==> config.mk <==
export PLATFORM = sky130hd
export DESIGN_NAME = fifo_level_ctr
export DESIGN_NICKNAME = d
export VERILOG_FILES = /design/src/rtl/fifo_pkg.sv /design/src/rtl/fifo_ptr_wrap.sv /design/src/rtl/fifo_level_ctr.sv
export SDC_FILE = /design/constraint.sdc
export NUM_CORES = 1
export LEC_CHECK = 0
export ABC_AREA = 0
export BUFFER_PORTS_ARGS = -buffer_cell sky130_fd_sc_hd__buf_2
export CORE_MARGIN = 2
export CORE_UTILIZATION = 49
export CTS_CLUSTER_DIAMETER = 100
export DETAILED_ROUTE_END_ITERATION = 10
export MAX_ROUTING_LAYER = met4
export PLACE_DENSITY_LB_ADDON = 0.05
export SLEW_MARGIN = 20
export SYNTH_ARGS = -nofsm -noshare
export SYNTH_HDL_FRONTEND = slang
export SYNTH_SLANG_ARGS = --single-unit
==> constraint.sdc <==
create_clock -name CLK -period 3.1 [get_ports CLK]
set_clock_uncertainty 0.15 [all_clocks]
set_input_delay 0.775 -clock CLK [delete_from_list [all_inputs] [get_ports CLK]]
set_output_delay 0.775 -clock CLK [all_outputs]
set_load 0.01 [all_outputs]
==> src/rtl/fifo_pkg.sv <==
// Shared constants and helpers for the FIFO occupancy counter and its pointer registers.
package fifo_pkg;

  localparam int DEF_DEPTH     = 8;
  localparam int DEF_AFULL_TH  = 6;
  localparam int DEF_AEMPTY_TH = 2;

  function automatic int clog2(input int v);
    int r;
    r = 0;
    for (int i = 0; i < 31; i++) begin
      if ((1 << i) < v) r = i + 1;
    end
    return r;
  endfunction

  // COUNT must represent DEPTH itself, hence one bit more than a pointer.
  function automatic int cnt_width(input int depth);
    return clog2(depth) + 1;
  endfunction

  localparam int DEF_AW = clog2(DEF_DEPTH);
  localparam int DEF_CW = cnt_width(DEF_DEPTH);

endpackage

==> src/rtl/fifo_ptr_wrap.sv <==
// Modulo-DEPTH pointer register with enable and synchronous clear; 1-cycle update.
// Clear wins over enable; the pointer wraps DEPTH-1 -> 0 for any DEPTH.
module fifo_ptr_wrap
  import fifo_pkg::*;
#(
  parameter int DEPTH = DEF_DEPTH,
  localparam int AW   = clog2(DEPTH)
) (
  input  logic          i_clk,
  input  logic          i_rst_n,
  input  logic          i_clr,
  input  logic          i_en,
  output logic [AW-1:0] o_ptr
);

  logic [AW-1:0] r_ptr;
  logic [AW-1:0] w_ptr_inc;

  assign w_ptr_inc = (r_ptr == AW'(DEPTH - 1)) ? '0 : r_ptr + AW'(1);

  always_ff @(posedge i_clk or negedge i_rst_n) begin
    if (!i_rst_n) begin
      r_ptr <= '0;
    end else if (i_clr) begin
      r_ptr <= '0;
    end else if (i_en) begin
      r_ptr <= w_ptr_inc;
    end
  end

  assign o_ptr = r_ptr;

endmodule

==> src/rtl/fifo_level_ctr.sv <==
// FIFO occupancy counter: RAM pointers, registered level flags and sticky overflow/underflow.
// 1-cycle latency; requests against a full/empty FIFO are dropped and flagged, never stalled.
module fifo_level_ctr
  import fifo_pkg::*;
#(
  parameter int DEPTH     = DEF_DEPTH,
  parameter int AFULL_TH  = DEF_AFULL_TH,
  parameter int AEMPTY_TH = DEF_AEMPTY_TH,
  localparam int AW       = clog2(DEPTH),
  localparam int CW       = cnt_width(DEPTH)
) (
  input  logic          CLK,
  input  logic          RST_FIFO_,
  input  logic          FLUSH,
  input  logic          INCFIFO,
  input  logic          DECFIFO,
  input  logic          ERR_CLR,
  output logic [AW-1:0] WR_PTR,
  output logic [AW-1:0] RD_PTR,
  output logic [CW-1:0] COUNT,
  output logic          FIFOEMPTY,
  output logic          FIFOFULL,
  output logic          FIFOAFULL,
  output logic          FIFOAEMPTY,
  output logic          OVERFLOW,
  output logic          UNDERFLOW
);

  if (DEPTH < 2 || AEMPTY_TH < 0 || AEMPTY_TH >= AFULL_TH || AFULL_TH >= DEPTH) begin : g_bad_params
    $fatal(1, "fifo_level_ctr: illegal DEPTH/AFULL_TH/AEMPTY_TH combination");
  end

  logic [CW-1:0] r_cnt;
  logic          r_empty;
  logic          r_full;
  logic          r_afull;
  logic          r_aempty;
  logic          r_ovf;
  logic          r_unf;

  logic          w_inc_ok;
  logic          w_dec_ok;
  logic          w_inc_rej;
  logic          w_dec_rej;
  logic [CW-1:0] w_cnt_nxt;

  // A flushed cycle ignores requests entirely, so nothing counts as rejected.
  assign w_inc_ok  = INCFIFO & ~r_full  & ~FLUSH;
  assign w_dec_ok  = DECFIFO & ~r_empty & ~FLUSH;
  assign w_inc_rej = INCFIFO &  r_full  & ~FLUSH;
  assign w_dec_rej = DECFIFO &  r_empty & ~FLUSH;

  assign w_cnt_nxt = FLUSH ? '0 : r_cnt + CW'(w_inc_ok) - CW'(w_dec_ok);

  always_ff @(posedge CLK or negedge RST_FIFO_) begin
    if (!RST_FIFO_) begin
      r_cnt    <= '0;
      r_empty  <= 1'b1;
      r_full   <= 1'b0;
      r_afull  <= 1'b0;
      r_aempty <= 1'b1;
      r_ovf    <= 1'b0;
      r_unf    <= 1'b0;
    end else begin
      r_cnt    <= w_cnt_nxt;
      r_empty  <= (w_cnt_nxt == '0);
      r_full   <= (w_cnt_nxt == CW'(DEPTH));
      r_afull  <= (w_cnt_nxt >= CW'(AFULL_TH));
      r_aempty <= (w_cnt_nxt <= CW'(AEMPTY_TH));
      r_ovf    <= w_inc_rej | (r_ovf & ~ERR_CLR);
      r_unf    <= w_dec_rej | (r_unf & ~ERR_CLR);
    end
  end

  fifo_ptr_wrap #(.DEPTH(DEPTH)) u_wr_ptr (
    .i_clk   (CLK),
    .i_rst_n (RST_FIFO_),
    .i_clr   (FLUSH),
    .i_en    (w_inc_ok),
    .o_ptr   (WR_PTR)
  );

  fifo_ptr_wrap #(.DEPTH(DEPTH)) u_rd_ptr (
    .i_clk   (CLK),
    .i_rst_n (RST_FIFO_),
    .i_clr   (FLUSH),
    .i_en    (w_dec_ok),
    .o_ptr   (RD_PTR)
  );

  assign COUNT      = r_cnt;
  assign FIFOEMPTY  = r_empty;
  assign FIFOFULL   = r_full;
  assign FIFOAFULL  = r_afull;
  assign FIFOAEMPTY = r_aempty;
  assign OVERFLOW   = r_ovf;
  assign UNDERFLOW  = r_unf;

endmodule
==> impl_metrics.toml <==
[status]
outcome = "finished, final reports clean"

[worst_setup_path]
crit_buf_inv = 2
r2r-start = "FIFOEMPTY"
rrSetupSlack_ps = 550
path_cells = "buf_2, nand2b_1, ha_1, inv_1, ha_1, fa_1, xnor2_1, nand2b_1, a21oi_1"
crit_family = "adder cells"
start_kind = "input port"
max_stage_delay_ps = 380
cp-end-kind = "flip-flop"
crit_type = "in -> reg"
cp_slowest_cell = "fa_1"
crit_required_ps = 3110
r2r_end = "FIFOAFULL"
arrival_ps = 2590
path_max_fanout = 18
reg2reg_depth = 9

[clock_tree]
post_cts_resized = 0
clock_path_buffers = 2
clock_sinks = 16
clock_latency_ps = 280
hold_buffers = 0
cts.htree.levels = 1
clk_pin_slew_ps = 90
clockRootBuffer = "clkbuf_4"
cts_post_setup_buffers_inserted = 0
cts-buffers-inserted = 3
cts_tree = "done"

[drt]
drc_errors = 0
ant_nets = 0
dr.pass1.iters = 4
vias = 568
wirelength_um = 1290
avgRoutedWirePerCell_um = 11.4
drtIter0Drc = 4
via_per_inst = 5.03

[logic_synthesis]
synth-edff-count = 0
synthArstFlopShare_pct = 100
synth_area_um2 = 800
syn_nets = 88
syn_inst = 73
postSynthAreaPerCell_um2 = 11.0
synth.most_common_cell = "dfrtp_1"
synth_warnings = 0
synth_cell_type_count = 21
ys_seq_elements = 16
synthTopCellsByArea = "dfrtp_1 44%, ha_1 13%, dfstp_2 6.6%"
yosysTopAreaCellShare_pct = 43.8
synth-seq-area-share_pct = 50.4
yosys.area.top_type = "dfrtp_1"
synth_ff_type = "dfrtp_1"
synth_common_cells = "14 x dfrtp_1, 11 x nor2_1, 8 x ha_1, 6 x inv_1"

[global_route]
antenna_found_initial = 0
grt_pass1_wl_um = 2310
grt-ovfl-total = 0
grt_max_degree = 19
grtUsageTotal_pct = 16.4
first_global_vias = 535

[layout]
syn_to_final_growth_pct = 20.2
fillers = 122
diodes = 0
finish.net_count = 113
layout-drive-gt1-share_pct = 30.9

[pwr]
irDropWorstVdd_mv = 0.546
power_density_mw_per_mm2 = 886
p_leak_nw = 0.534
p_total_w = 0.000852

[timing]
fmax_ghz = 0.388
post-route-min-period_ps = 2580
slew_viol_final = 0
rsz0062_at_grt = "no"
setup_viol = 0
worst_slew_pin_slew_ps = 371
hold_violations = 0
slew_headroom_pct = 75.1
period_share_pct = 83.2
setup_tns_ps = 0

[die]
pin_count = 22
rows = 14
die_area_mm2 = 0.00197
coreArea_mm2 = 0.00152
die_y_um = 44.4
start_util_pct = 52.5
die_w_um = 44.4

[placement]
gp_congestion = 0.802
place_hpwl_um = 949
portBuffers = 21

[worst_hold_path]
min_path_type = "in -> async"

[flow_run]
cap_violations = 0
[worst max-delay path by stage]
stage | slack, ps | start | endpoint | cells after the start
CTS | 530 | FLUSH | FIFOAFULL | 9
global route | 410 | FIFOEMPTY | FIFOAFULL | 9
floorplan | 110 | FLUSH | FIFOAFULL | 10
global placement | 250 | FLUSH | FIFOAFULL | 9
finish | 520 | FLUSH | FIFOAFULL | 9
detailed placement | 230 | FLUSH | FIFOAFULL | 9
[area by class of cell]
type                            instances  area (µm²)  area share [%]
Timing Repair Buffer                   22         113            11.7
Multi-Input combinational cell         49         367            38.2
Clock buffer                            4        36.3            3.78
Inverter                                6        22.5            2.34
Tap cell                               16        20.0            2.08
Sequential cell                        16         403            41.9
[cells by family after synthesis]
group                      count (synthesis)  share of synthesized area (%)
AOI/OAI and AO/OA                          9                           7.67
DFF                                       16                           50.4
adders and majority gates                  9                           15.0
xor gates and xnor gates                   3                           4.23
and+or+nand+nor                           24                           13.9
muxes                                      4                           5.01
buffers and inverters                      8                           3.76
[cells in the final DEF (no fill, tap or decap), types with 2 or more instances in the layout]
cell type and n:
buf_2 21, dfrtp_1 14, nor2_1 11, ha_1 8, inv_1 6, nand2_1 4
mux2i_1 4, nor2b_1 3, nand2b_1 3, a21oi_1 3, clkbuf_4 3, dfstp_2 2
a31o_1 2, nor3_1 2, o22ai_1 2
[worst reg2reg max path, stage by stage, from the launching register on]
cell	delay [ps]
dfstp_2	540
nand2b_1	230
nor2_1	70
ha_1	280
inv_1	40
ha_1	190
fa_1	380
xnor2_1	330
nand2b_1	170
a21oi_1	60
[registers in the layout, summed over array words and instances (netlist names)]
register	flops
COUNT	4
FIFOAFULL	1
FIFOEMPTY	1
u_wr_ptr.o_ptr	3
u_rd_ptr.o_ptr	3
FIFOAEMPTY	1
FIFOFULL	1
UNDERFLOW	1
OVERFLOW	1
[report_power, final]
group	switching [W]	internal (W)
clock	0.0000644	0.0000714
combinational	0.000221	0.000187
sequential	0.0000324	0.000275
[per-layer routing]
layer	GRT usage [%]	part of all wire, %	vias to the layer above
li1	-	-	287
met1	23.9	49	262
met2	23.5	45	17
met3	2.45	4.9	2
met4	5.45	0.78	0
met5	-	0	-
[stage by stage]
step | setup slack (ps) | instances | util [%] | area, µm² | hold WS (ps)
global route | 405 | 113 | 63.1 | 961 | 252
global placement | 246 | 109 | 60.7 | 925 | 350
CTS | 525 | 113 | 63.1 | 961 | 235
finish | 521 | 113 | 63.1 | 961 | 231
floorplan | 110 | 73 | - | 800 | 329
detailed placement | 226 | 109 | 60.7 | 925 | 355
Note: power is estimated with default switching activity, not from simulation.
